File: src/rtl/alu_ctrl_pkg.sv
// alu_ctrl_pkg: ALU op codes, R-type func codes and sequencer state enum shared by the decoder and its wrapper
package alu_ctrl_pkg;
    localparam logic [3:0] OP_AND = 4'b0000;
    localparam logic [3:0] OP_OR  = 4'b0001;
    localparam logic [3:0] OP_ADD = 4'b0010;
    localparam logic [3:0] OP_XOR = 4'b0011;
    localparam logic [3:0] OP_SUB = 4'b0110;
    localparam logic [3:0] OP_SLT = 4'b0111;
    localparam logic [3:0] OP_SLL = 4'b1000;
    localparam logic [3:0] OP_SRL = 4'b1001;
    localparam logic [3:0] OP_MUL = 4'b1010;
    localparam logic [3:0] OP_DIV = 4'b1011;
    localparam logic [3:0] OP_NOR = 4'b1100;
    localparam logic [3:0] OP_NOP = 4'b1111;
    localparam logic [5:0] F_ADD = 6'b000000;
    localparam logic [5:0] F_SUB = 6'b000010;
    localparam logic [5:0] F_AND = 6'b000100;
    localparam logic [5:0] F_OR  = 6'b000101;
    localparam logic [5:0] F_XOR = 6'b000110;
    localparam logic [5:0] F_NOR = 6'b000111;
    localparam logic [5:0] F_SLT = 6'b001010;
    localparam logic [5:0] F_SLL = 6'b010000;
    localparam logic [5:0] F_SRL = 6'b010001;
    localparam logic [5:0] F_MUL = 6'b011000;
    localparam logic [5:0] F_DIV = 6'b011010;
    typedef enum logic [1:0] {IDLE, EXEC, DONE} state_t;
endpackage

File: src/rtl/alu_func_decode.sv
// alu_func_decode: combinational (alu_op, func) -> operation, illegal flag, is_multi (MUL/DIV)
module alu_func_decode
    import alu_ctrl_pkg::*;
#(
    parameter int FUNC_W = 6,
    parameter int OP_W   = 4
) (
    input  logic [1:0]        alu_op,
    input  logic [FUNC_W-1:0] func,
    output logic [OP_W-1:0]   operation,
    output logic              illegal,
    output logic              is_multi
);
    logic [3:0] op;
    always_comb begin
        op = OP_NOP;
        illegal = 1'b0;
        case (alu_op)
            2'b00: op = OP_ADD;
            2'b01: op = OP_SUB;
            2'b10: begin
                case (func)
                    FUNC_W'(F_ADD): op = OP_ADD;
                    FUNC_W'(F_SUB): op = OP_SUB;
                    FUNC_W'(F_AND): op = OP_AND;
                    FUNC_W'(F_OR):  op = OP_OR;
                    FUNC_W'(F_XOR): op = OP_XOR;
                    FUNC_W'(F_NOR): op = OP_NOR;
                    FUNC_W'(F_SLT): op = OP_SLT;
                    FUNC_W'(F_SLL): op = OP_SLL;
                    FUNC_W'(F_SRL): op = OP_SRL;
                    FUNC_W'(F_MUL): op = OP_MUL;
                    FUNC_W'(F_DIV): op = OP_DIV;
                    default:        illegal = 1'b1;
                endcase
            end
            default: begin
                case (func[2:0])
                    3'b000:  op = OP_AND;
                    3'b001:  op = OP_OR;
                    3'b010:  op = OP_XOR;
                    3'b011:  op = OP_SLT;
                    default: illegal = 1'b1;
                endcase
            end
        endcase
    end
    assign operation = OP_W'(op);
    assign is_multi  = (op == OP_MUL) || (op == OP_DIV);
endmodule

File: src/rtl/alu_control_seq.sv
// alu_control_seq: registered ALUOp/func decoder with valid/ready handshake, MUL/DIV sequencing (md_start, stall) and flush
module alu_control_seq
    import alu_ctrl_pkg::*;
#(
    parameter int FUNC_W     = 6,
    parameter int OP_W       = 4,
    parameter int MUL_CYCLES = 8,
    parameter int DIV_CYCLES = 8
) (
    input  logic              clk,
    input  logic              rst_n,
    input  logic              in_valid,
    output logic              in_ready,
    input  logic [1:0]        alu_op,
    input  logic [FUNC_W-1:0] func,
    input  logic              flush,
    output logic              out_valid,
    input  logic              out_ready,
    output logic [OP_W-1:0]   operation,
    output logic              illegal,
    output logic              md_start,
    output logic              stall
);
    localparam int MAX_C = (MUL_CYCLES > DIV_CYCLES) ? MUL_CYCLES : DIV_CYCLES;
    localparam int CNT_W = $clog2(MAX_C) + 1;
    state_t            state, state_n;
    logic [CNT_W-1:0]  cnt, cnt_n;
    logic [OP_W-1:0]   op_n, dec_op;
    logic              ill_n, ov_n, mds_n, dec_ill, dec_multi, accept;
    alu_func_decode #(.FUNC_W(FUNC_W), .OP_W(OP_W)) u_dec (
        .alu_op    (alu_op),
        .func      (func),
        .operation (dec_op),
        .illegal   (dec_ill),
        .is_multi  (dec_multi)
    );
    assign in_ready = rst_n && (state == IDLE) && (!out_valid || out_ready) && !flush;
    assign accept   = in_valid && in_ready;
    assign stall    = (state == EXEC);
    always_comb begin
        state_n = state;
        cnt_n   = cnt;
        op_n    = operation;
        ill_n   = illegal;
        ov_n    = out_valid && !out_ready;
        mds_n   = 1'b0;
        if (flush) begin
            state_n = IDLE;
            cnt_n   = '0;
            op_n    = OP_W'(OP_NOP);
            ill_n   = 1'b0;
            ov_n    = 1'b0;
        end else begin
            case (state)
                IDLE: begin
                    if (accept) begin
                        op_n    = dec_op;
                        ill_n   = dec_ill;
                        ov_n    = !dec_multi;
                        mds_n   = dec_multi;
                        state_n = dec_multi ? EXEC : IDLE;
                        cnt_n   = !dec_multi ? cnt :
                                  (dec_op == OP_W'(OP_MUL)) ? CNT_W'(MUL_CYCLES - 1) : CNT_W'(DIV_CYCLES - 1);
                    end
                end
                EXEC: begin
                    state_n = (cnt == '0) ? DONE : EXEC;
                    ov_n    = (cnt == '0);
                    cnt_n   = (cnt == '0) ? cnt : cnt - 1'b1;
                end
                default: state_n = out_ready ? IDLE : DONE;
            endcase
        end
    end
    always_ff @(posedge clk or negedge rst_n) begin
        if (!rst_n) begin
            state     <= IDLE;
            cnt       <= '0;
            operation <= OP_W'(OP_NOP);
            illegal   <= 1'b0;
            out_valid <= 1'b0;
            md_start  <= 1'b0;
        end else begin
            state     <= state_n;
            cnt       <= cnt_n;
            operation <= op_n;
            illegal   <= ill_n;
            out_valid <= ov_n;
            md_start  <= mds_n;
        end
    end
endmodule
File: config.mk
export PLATFORM = sky130hd
export DESIGN_NAME = alu_control_seq
export DESIGN_NICKNAME = d
export VERILOG_FILES = /design/src/rtl/alu_ctrl_pkg.sv /design/src/rtl/alu_func_decode.sv /design/src/rtl/alu_control_seq.sv
export SDC_FILE = /design/constraint.sdc
export NUM_CORES = 1
export LEC_CHECK = 0
export BUFFER_PORTS_ARGS = -buffer_cell sky130_fd_sc_hd__buf_2
export CAP_MARGIN = 10
export CORE_UTILIZATION = 56
export CTS_BUF_LIST = sky130_fd_sc_hd__clkbuf_4 sky130_fd_sc_hd__clkbuf_8
export DETAILED_ROUTE_END_ITERATION = 10
export GPL_TIMING_DRIVEN = 0
export PLACE_DENSITY_LB_ADDON = 0.05
export SLEW_MARGIN = 15
export SYNTH_ARGS = -nofsm -noshare
export SYNTH_HDL_FRONTEND = slang
export SYNTH_SLANG_ARGS = --single-unit
File: constraint.sdc
create_clock -name clk -period 2 [get_ports clk]
set_clock_uncertainty 0.15 [all_clocks]
set_input_delay 0.3 -clock clk [delete_from_list [all_inputs] [get_ports clk]]
set_output_delay 0.3 -clock clk [all_outputs]
set_load 0.01 [all_outputs]
Word-level counts from Yosys, hierarchy flattened
Index checks and enable logic that the tools add are counted.
W data, S select, Z words.

word-level totals
  register bits = 13
  input port bits = 13
  output and inout port bits = 9
  logic and storage cells = 81

operators by class
  $add $sub $neg = 1
  eq/ne operators = 21
  muxes and demuxes = 29
  reductions and logical operators = 24

operator list
  cell                  count
  $pmux W4 S11          1
  $mux W4               7
  $eq A6 B3 Y1 const B  4
  $eq A6 B5 Y1 const B  4
  $pmux W4 S4           1
  $pmux W4 S3           1
  $mux W1               11
  $reduce_or A11 Y1     1
  $ne A3 B3 Y1 const B  3
  $eq A4 B4 Y1 const B  2
  $mux W2               4
  $pmux W4 S2           1
  $eq A3 B2 Y1 const B  2
  $eq A6 B2 Y1 const B  1
  $eq A6 B4 Y1 const B  1
  $logic_not A6 Y1      1
  $logic_and A1 B1 Y1   5
  $eq A2 B1 Y1 const B  2
  $logic_not A1 Y1      4
  $logic_not A2 Y1      2
  $logic_not A4 Y1      1
  $pmux W1 S2           2
  $pmux W2 S2           1
  $reduce_and A4 Y1     1
  other kinds (10)      12

Depth between registers and ports, before layout
Gate-level depths: netlist (run 1).

  depth after elaboration = 9
  mapped depth = 6
  depth with buffers taken out = 6

By module
Synthesis (run 1) repeated with hierarchy kept, for this count alone.

unflattened totals
  cells, all modules = 123
  area total of the unflattened synthesis = 1053.5 um2

by module, submodules not included
  module           times used  cells an instance  area each (um2)  sequential area each (um2)
  alu_control_seq  1           73                 762.0            330.3
  alu_func_decode  1           50                 291.5            0.0

Worst setup path before layout (run 1)
Ideal clock, no wire load.

  path kind = flip-flop to flip-flop
  start = register cnt[0]
  end = register cnt[1]
  setup time = 0.104 ns
  data arrival time = 1.389 ns
  data required time = 1.746 ns
  path slack = 0.357 ns
  cell stages (with the launch flop) = 7
  path buffers = 0
  clock period less this slack = 1.643 ns
  cell sequence = dfrtp_1 > inv_1 > ha_1 > a31o_2 > a31oi_1 > nand3_1 > a221oi_1

on the way
  longest elaborated chain between the ends = 4
  elaborated cells between the ends (all ways) = 7
  those cells by class = add/sub: 1; eq/ne: 1; mux: 3; reduce/logical: 2

ends and longest elaborated chain
  what                      line                   text
  start: declaration        alu_control_seq.sv:27  logic [CNT_W-1:0] cnt, cnt_n;
  start signal: assignment  alu_control_seq.sv:85  cnt <= cnt_n;
  $sub A4 B1 Y4             alu_control_seq.sv:69  cnt_n = (cnt == '0) ? cnt : cnt - 1'b1;
  $mux W4                   alu_control_seq.sv:69
  $pmux W4 S2               alu_control_seq.sv:54  case (state)
  $mux W4                   alu_control_seq.sv:47  if (flush) begin

Several ways; a longest one is shown, not always the timed one. The select of a mux whose other input is x is not followed.
A chain may end at the register's enable or synchronous reset.

Worst setup path in the final report (run 1)
  start = register state[1]
  end = output port in_ready

on the way
  longest elaborated chain between the ends = 4

ends and longest elaborated chain
  what                               line                   text
  start: declaration                 alu_control_seq.sv:26  state_t state, state_n;
  start signal: assignment           alu_control_seq.sv:84  state <= state_n;
  $logic_not A2 Y1                   alu_control_seq.sv:37  assign in_ready = rst_n && (state == IDLE) && (!out_valid || out_ready) && !flush;
  $logic_and A1 B1 Y1 (3 in series)  alu_control_seq.sv:37
  end: declaration                   alu_control_seq.sv:13  output logic in_ready,

No other way between the ends.

==> results of run 1 <==
-- sequential cells by signal, indices dropped and copies added, names as in the netlist --
register,count
md_start,1
operation,4
illegal,1
cnt,4
state,2
out_valid,1
-- report_power, final --
| group | switching (mW) | internal (mW) | leakage, nW |
|---|---|---|---|
| Clock | 0.0905 | 0.0909 | 0.0184 |
| Combinational | 0.0911 | 0.0654 | 0.343 |
| Sequential | 0.00637 | 0.278 | 0.167 |
| Total | 0.188 | 0.434 | 0.528 |
-- stage by stage --
step                      hold slack, ns  cell area [µm²]  total power, mW
after floorplan                  -0.1456             1032           0.3856
after global placement           0.06143             1169           0.4361
after detailed placement         0.06463             1169           0.4400
after CTS                        0.05302             1219           0.6245
after global routing             0.04638             1219           0.6579
final                            0.05426             1219           0.6221
-- cell type report --
cell class | instances | area, µm² | share of cell area
Timing Repair Buffer | 23 | 125.1 | 0.1027
Inverter | 8 | 30.03 | 0.02464
Multi-Input combinational cell | 89 | 613.1 | 0.5031
Tap cell | 25 | 31.28 | 0.02567
Buffer | 7 | 58.81 | 0.04825
Clock buffer | 4 | 30.03 | 0.02464
Sequential cell | 13 | 330.3 | 0.2710
-- worst max-delay path, delay by kind of cell, from the launching register on --
kind,cells,cell delay [ns]
buffers and inverters,2,0.26
and+or+nand+nor,2,0.48
DFF,1,0.39
-- how the worst max path moves through the flow --
| stage | from | end | slack (ns) |
|---|---|---|---|
| finish | state[1] | in_ready | 0.14 |
| global route | cnt[0] | cnt[1] | 0.05 |
| CTS | state[1] | in_ready | 0.15 |
| detailed placement | rst_n | out_valid | 0.07 |
| global placement | rst_n | out_valid | 0.09 |
| floorplan | cnt[0] | cnt[1] | 0.36 |
-- layer usage --
metal | share of wire | vias up | wire length, µm | track usage
met5 | 0 | - | 0 | 0
met4 | 0.0071 | 0 | 17 | 0.09091
met3 | 0.050 | 2 | 119 | 0.04800
met2 | 0.48 | 35 | 1153 | 0.4145
met1 | 0.46 | 465 | 1113 | 0.3769
li1 | - | 490 | - | -
-- kinds of logic (layout without fill, tap and decap cells) --
family          Yosys count  in the layout
flops                    13             13
compound gates           41             41
simple gates             47             47
fa+ha+maj                 1              1
buf+inv                  15             42
-- layout by cell type (no fill, tap or decap), types with 3 or more instances in the layout --
cell type / count
nor2_1: 13
buf_2: 23
o32ai_1: 3
a31oi_1: 4
nand2_1: 8
nand2b_1: 3
dfstp_2: 4
clkbuf_4: 4
a21oi_1: 8
o21ai_0: 3
buf_6: 3
nand3_1: 3
inv_1: 8
dfrtp_1: 9
-- what timing repair did --
action,in CTS,in global routing
gates resized for setup,0,0
hold endpoints to repair,9,0
hold buffers,2,0
==> flow_summary.json, run 1 <==
{
  "finalCritPeriodShare": 0.9298,
  "overflow": 0,
  "via_count": 992,
  "routed_wl_um": 2404,
  "ys_ff_latch": 13,
  "cpMaxStageDelayCell": "dfrtp_1",
  "holdPathStages": 2,
  "mappedNetlistArea_um2": 1032,
  "outcome": "finished, final reports clean",
  "synth_top_area_cell": "dfrtp_1",
  "die_h_um": 44.94,
  "yosysSeqAreaShare": 0.3200,
  "clk_latency_ns": 0.28,
  "yosys_warnings": 0,
  "worstMarginPinSlew_ns": 0.5292,
  "rr_worst_depth": 6,
  "final_util": 0.7058,
  "critPathMaxStageDelay_ns": 0.39,
  "cts_setup_buffers": 0,
  "synth_nets": 131,
  "gp_congestion": 0.8842,
  "r2r_end": "cnt[1]",
  "syn_inst": 117,
  "syn2layout_area_growth_pct": 18.06,
  "power.leakage_nw": 0.5279,
  "max_freq_mhz": 537.8,
  "cts_max_path_buffers": 2,
  "synth_top_family_by_area": "compound AO/OA/AOI/OAI gates",
  "synth_cell_types": 50,
  "synthFlopType": "dfrtp_1",
  "clkTransAtPathRegs_ns": 0.09,
  "crit_path_start_kind": "flip-flop",
  "setup_tns_ns": 0,
  "reg2reg_slack_ns": 0.15,
  "antenna_cells": 0,
  "arrival_ns": 1.41,
  "synthTopCellsByCount": "nor2_1 (13), dfrtp_1 (9), a21oi_1 (8), inv_1 (8), nand2_1 (8)",
  "async_reset_ff_frac": 1.000,
  "dpl_worst_slack_ns": 0.06656,
  "first_pass_iters": 4,
  "rr_startpoint": "cnt[0]",
  "synth-compound-area-share": 0.2994,
  "hold_end": "state[1]",
  "port_buffers": 21,
  "syn_avg_cell_area_um2": 8.823,
  "cts_tree": "done",
  "viasPerCell": 5.870,
  "synth_edf_count": 0,
  "synthAdderAreaFrac": 0.01212,
  "antenna_found_initial": 0,
  "fp.dieArea_um2": 2019,
  "place_inst": 163,
  "numCtsBuffers": 3,
  "drt_drc_violations_left": 0,
  "nNetsFinal": 159,
  "crit_required_ns": 1.55,
  "drive_above_1_share": 0.3333,
  "synth-simple-area-share": 0.2824,
  "synth_xor_area_frac": 0,
  "final.setup.worst_slack_ns": 0.1404,
  "drt_first_iter_violations": 26,
  "cp-end-kind": "primary output",
  "cts_htree_levels": 1,
  "post-synth-top-count-cell": "nor2_1",
  "ios": 22,
  "max_cap_violations": 0,
  "clock_tree.root_cell": "clkbuf_4",
  "muxShareOfSynthArea": 0,
  "fin_cells": 169,
  "dp_hpwl_um": 1723,
  "synth_area_leaders": "dfrtp_1 (22%), dfstp_2 (10%), nor2_1 (4.7%), a21oi_1 (3.9%), buf_6 (3.3%)",
  "cellPowerDensity_nw_per_um2": 510.5,
  "ir_drop_mv": 0.4750,
  "path_class": "reg -> out",
  "grt_pass1_wl_um": 3905,
  "grt_setup_unrepaired": "no",
  "synth_top_area_frac": 0.2182,
  "finalHoldViolCount": 0,
  "fillerInstances": 156,
  "final_antenna_net_count": 0,
  "grt_pass1_vias": 887,
  "track_usage": 0.2682,
  "initial_core_util": 0.5978,
  "drv_slew": 0,
  "worstHoldPathType": "in -> reg",
  "max_slew_margin": 0.6446,
  "die_width_um": 44.94,
  "final.min_clock_period_ns": 1.860,
  "core.rowCount": 15,
  "cp_cell_sequence": "buf_6 -> nor2_2 -> and4_1 -> buf_2",
  "wl_per_cell_um": 14.22,
  "grt_max_degree": 11,
  "setup_viol": 0,
  "cts.sinks": 13,
  "core-area_um2": 1727,
  "critPathMaxFanout": 7,
  "min_from": "out_ready"
}
(Power assumes the default switching activity.)
==> run 2, diff against run 1 <==
--- a/config.mk
+++ b/config.mk
@@ -11,7 +11,7 @@
 export CTS_BUF_LIST = sky130_fd_sc_hd__clkbuf_4 sky130_fd_sc_hd__clkbuf_8
 export DETAILED_ROUTE_END_ITERATION = 10
 export GPL_TIMING_DRIVEN = 0
-export PLACE_DENSITY_LB_ADDON = 0.05
+export PLACE_DENSITY = 0.81
 export SLEW_MARGIN = 15
 export SYNTH_ARGS = -nofsm -noshare
 export SYNTH_HDL_FRONTEND = slang
==> run 2 against run 1 <==
Against the previous run:
- global-route usage shrank 0.56 points
- worst hold slack got worse by 0.0035 ns
- final area is 1.8% higher
- die area is the same
- fmax down 4.0%
- clock power is 8% lower
- sequential power barely moved
- routed wire length grew 0.12%
- via count up 2.7%
- first-iteration DRC count increased by 31%
- register-to-register slack hardly changed
- combinational power grew 4%
- highest routed layer unchanged
==> flow_summary.json, run 2 (synthesis gave the netlist of run 1 again) <==
{
  "outcome": "finished, final reports clean",
  "via_count": 1019,
  "fin_cells": 172,
  "overflow": 0,
  "first_pass_iters": 4,
  "cts_htree_levels": 1,
  "drt_first_iter_violations": 34,
  "cellPowerDensity_nw_per_um2": 493.2,
  "crit_path_start_kind": "primary input",
  "fp.dieArea_um2": 2019,
  "numCtsBuffers": 3,
  "finalHoldViolCount": 0,
  "port_buffers": 21,
  "final_util": 0.7188,
  "gp_congestion": 0.8373,
  "final_common_cell": "buf_2",
  "antenna_found_initial": 0,
  "setup_viol": 0,
  "dpl_worst_slack_ns": 0.1080,
  "grt_pass1_wl_um": 3836,
  "core-area_um2": 1727,
  "drive_above_1_share": 0.3469,
  "crit_path_frequent_cell": "buf_4",
  "ios": 22,
  "final.min_clock_period_ns": 1.937,
  "crit_required_ns": 2.07,
  "top_regs": "cnt: 4 flops, operation: 4 flops, state: 2 flops",
  "die_h_um": 44.94,
  "critPathMaxFanout": 7,
  "wl_per_cell_um": 13.99,
  "cts.sinks": 13,
  "ir_drop_mv": 0.4797,
  "hold-worst-slack_ns": 0.05076,
  "path_class": "in -> reg",
  "cp-end-kind": "flip-flop",
  "core.rowCount": 15,
  "arrival_ns": 2.01,
  "cts_tree": "done",
  "initial_core_util": 0.5978,
  "ff_latch_area_um2": 330.3,
  "drt_drc_violations_left": 0,
  "grt_pass1_vias": 878,
  "critPathMaxStageDelay_ns": 0.53,
  "syn2layout_area_growth_pct": 20.24,
  "multi_input_area_um2": 613.1,
  "worstMarginPinSlew_ns": 0.4559,
  "drv_slew": 0,
  "worstHoldPathType": "in -> reg",
  "fillerInstances": 145,
  "final_antenna_net_count": 0,
  "viasPerCell": 5.924,
  "max_cap_violations": 0,
  "clock_tree.root_cell": "clkbuf_4",
  "nNetsFinal": 162,
  "power.leakage_nw": 0.5431,
  "clkTransAtPathRegs_ns": 0.08,
  "finalPower_uw": 612.2,
  "track_usage": 0.2626,
  "cpMaxStageDelayCell": "dlygate4sd3_1",
  "cp_cell_sequence": "dlygate4sd3_1 -> clkbuf_4 -> nand3_2 -> nor4_4 -> buf_4 -> buf_4 -> nor2_1 -> a31o_1",
  "antenna_cells": 0,
  "cts_max_path_buffers": 2,
  "max_slew_margin": 0.6951,
  "grt_max_degree": 11,
  "max_freq_mhz": 516.3,
  "dp_hpwl_um": 1742,
  "clk_latency_ns": 0.28,
  "layout_common_cells": "buf_2 (22), nor2_1 (13), dfrtp_1 (9)",
  "finalCritPeriodShare": 0.9685,
  "final.setup.worst_slack_ns": 0.06304,
  "place_inst": 163,
  "die_width_um": 44.94,
  "routed_wl_um": 2407
}
==> run 2: cell types whose count changed in the layout (fill, tap and decap cells not counted), sizes merged <==
| cell | previous run | this run |
|---|---|---|
| buf | 28 | 30 |
| clkinv | 0 | 1 |
==> run 2: repair_timing <==
| action | CTS | global route |
|---|---|---|
| resized for setup | 0 | 1 |
| setup buffers | 0 | 3 |
| hold buffers | 2 | 0 |
| hold endpoints to repair | 9 | 0 |
| setup endpoints to repair | 0 | 5 |
==> run 2: final timing paths <==
| check | start | to | slack, ns | depth (start not counted) |
|---|---|---|---|---|
| worst max-delay path | rst_n | operation[2] | 0.06 | 8 |
| worst min-delay path | out_ready | state[1] | 0.05 | 2 |
| worst max register to register | cnt[0] | cnt[1] | 0.16 | 6 |
| worst min register to register | operation[0] | operation[0] | 0.38 | 2 |
| max in group asynchronous | rst_n | cnt[0] | 0.43 | 3 |
| min in group asynchronous | rst_n | operation[0] | 0.42 | 2 |
==> run 2: area by class of cell <==
type	instances	share of cell area
Clock buffer	3	0.01815
Multi-Input combinational cell	89	0.4940
Inverter	8	0.02419
Buffer	7	0.04738
Timing Repair Buffer	26	0.1210
Tap cell	25	0.02520
Clock inverter	1	0.004032
Sequential cell	13	0.2661
==> run 2: metal layers <==
layer  vias to the layer above  wire (µm)  global-route usage
met2                        35       1093              0.3971
met4                         0         20             0.05455
li1                        501          -                   -
met1                       479       1157              0.3728
met5                         -          0                   0
met3                         4        135             0.07600
==> run 2: per-stage QoR <==
stage,TNS (ns),instance area [µm²]
after floorplan,0,1032
after global placement,0,1169
after detailed placement,0,1169
after CTS,0,1216
after global routing,-0.06438,1241
final,0,1241
==> run 2: worst max-delay path, delay by kind of cell <==
kind / cells / cell delay, ns
compound gates: 1 / 0.17
buf+inv: 4 / 1.03
simple gates: 3 / 0.50
==> run 2: report_power, final <==
part           total, mW  internal (mW)  switching, mW
clock              0.166         0.0744         0.0913
combinational      0.163         0.0702         0.0925
sequential         0.284          0.278        0.00593
==> run 3, diff against run 2 <==
--- a/config.mk
+++ b/config.mk
@@ -12,6 +12,7 @@
 export DETAILED_ROUTE_END_ITERATION = 10
 export GPL_TIMING_DRIVEN = 0
 export PLACE_DENSITY = 0.81
+export REMOVE_ABC_BUFFERS = 1
 export SLEW_MARGIN = 15
 export SYNTH_ARGS = -nofsm -noshare
 export SYNTH_HDL_FRONTEND = slang
==> run 3 against run 2 <==
Against the previous run:
- sequential share of layout area rose by 1.9 points
- register-to-register slack lost 0.03 ns
- die area unchanged
- non-clock buffer count is 10 lower
- flip-flop and latch count did not move
- sequential power about the same
- first-iteration DRC count fell by 29%
- final area is 6.8% lower
- clock power about the same
- total power fell by 2.5%
- worst setup slack better by 0.070 ns
- worst hold slack gained 0.0021 ns
- largest cell class unchanged
==> flow_summary.json, run 3 (synthesis gave the netlist of run 1 again) <==
{
  "setup_viol": 0,
  "antenna_cells": 0,
  "viasPerCell": 5.963,
  "grt_pass1_vias": 806,
  "min_from": "out_ready",
  "outcome": "finished, final reports clean",
  "layout_common_cells": "buf_2 (21), nor2_1 (13), dfrtp_1 (9)",
  "drv_slew": 0,
  "max_cap_violations": 0,
  "finalHoldViolCount": 0,
  "gp_congestion": 0.8048,
  "clk_latency_ns": 0.28,
  "grt_setup_unrepaired": "no",
  "overflow": 0,
  "rr_worst_depth": 5,
  "path_class": "reg -> reg",
  "port_buffers": 21,
  "hold-worst-slack_ns": 0.05288,
  "wl_per_cell_um": 13.97,
  "crit_required_ns": 2.01,
  "dp_hpwl_um": 1601,
  "ios": 22,
  "syn2layout_area_growth_pct": 12.12,
  "cts-hold-fix-buffers": 2,
  "power.leakage_nw": 0.4914,
  "critPathMaxFanout": 10,
  "drt_first_iter_violations": 24,
  "track_usage": 0.2435,
  "via_count": 966,
  "arrival_ns": 1.88,
  "wl_met2_um": 1050,
  "fp.dieArea_um2": 2019,
  "cts_setup_buffers": 0,
  "cellPowerDensity_nw_per_um2": 515.7,
  "first_pass_iters": 4,
  "reg2reg_slack_ns": 0.13,
  "die_width_um": 44.94,
  "finalCritPeriodShare": 0.9333,
  "hold_end": "state[1]",
  "cts.sinks": 13,
  "holdPathStages": 2,
  "initial_core_util": 0.5978,
  "clkTransAtPathRegs_ns": 0.08,
  "max_freq_mhz": 535.8,
  "cts_tree": "done",
  "crit_path_start_kind": "flip-flop",
  "cts_max_path_buffers": 2,
  "final.min_clock_period_ns": 1.867,
  "ir_drop_mv": 0.4289,
  "core.rowCount": 15,
  "routed_wl_um": 2263,
  "highest_layer": "met4",
  "met3_length_um": 140,
  "final_antenna_net_count": 0,
  "r2r_end": "out_valid",
  "setup_tns_ns": 0,
  "worstMarginPinSlew_ns": 0.5638,
  "nNetsFinal": 152,
  "antenna_found_initial": 0,
  "cts_htree_levels": 1,
  "drive_above_1_share": 0.2993,
  "die_h_um": 44.94,
  "grt_max_degree": 17,
  "max_slew_margin": 0.6213,
  "rr_startpoint": "out_valid",
  "cp-end-kind": "flip-flop",
  "drt_drc_violations_left": 0,
  "drt-met1-wl_um": 1057,
  "numCtsBuffers": 3,
  "final_common_cell": "buf_2",
  "clock_tree.root_cell": "clkbuf_4",
  "top_regs": "cnt: 4 flops, operation: 4 flops, state: 2 flops",
  "core-area_um2": 1727,
  "cts-resized-gates": 0,
  "grt_pass1_wl_um": 3567,
  "worstHoldPathType": "in -> reg"
}
[run 3: per-stage QoR]
step                      instance area, µm²  utilization  setup WS [ns]  std cells  total power [mW]
after global placement                  1110       0.6428         0.1120        156            0.4240
final                                   1157       0.6703         0.1335        162            0.5968
after floorplan                        973.4            -         0.3570        110            0.3651
after detailed placement                1110       0.6428        0.05539        156            0.4282
after CTS                               1157       0.6703         0.1363        162            0.5980
after global routing                    1157       0.6703        0.01522        162            0.6290
[run 3: worst max path at each step]
stage / start / endpoint / slack, ns
2_1_floorplan: cnt[0] / cnt[1] / 0.36
3_3_place_gp: rst_n / out_valid / 0.11
3_5_place_dp: rst_n / out_valid / 0.06
4_1_cts: cnt[0] / cnt[1] / 0.14
5_1_grt: cnt[0] / cnt[1] / 0.02
6_report: out_valid / out_valid / 0.13
[run 3: area by class of cell]
| cell class | instances | area [µm²] |
|---|---|---|
| inverters | 8 | 30.03 |
| clock inverters | 1 | 5.005 |
| clock buffers | 3 | 22.52 |
| flip-flops and latches | 13 | 330.3 |
| multi-input cells | 89 | 613.1 |
| fillers | 159 | 569.3 |
| well taps | 25 | 31.28 |
| repair buffers | 23 | 125.1 |
[run 3: critical path: stages, from the launching register on]
cell	delay, ns
dfrtp_1	0.38
nand2b_1	0.16
nand3_2	0.15
nor4_4	0.45
nor3b_1	0.37
nor2_1	0.09
[run 3: power by group]
part           switching, mW  total [mW]  internal (mW)
clock network         0.0929       0.167         0.0743
registers            0.00696       0.285          0.278
logic                 0.0881       0.145         0.0568
[run 3: routing by layer]
layer  vias to the layer above  track usage
met5                         -            0
met4                         0      0.05455
met3                         2      0.06000
met2                        39       0.4000
met1                       444       0.3225
li1                        481            -
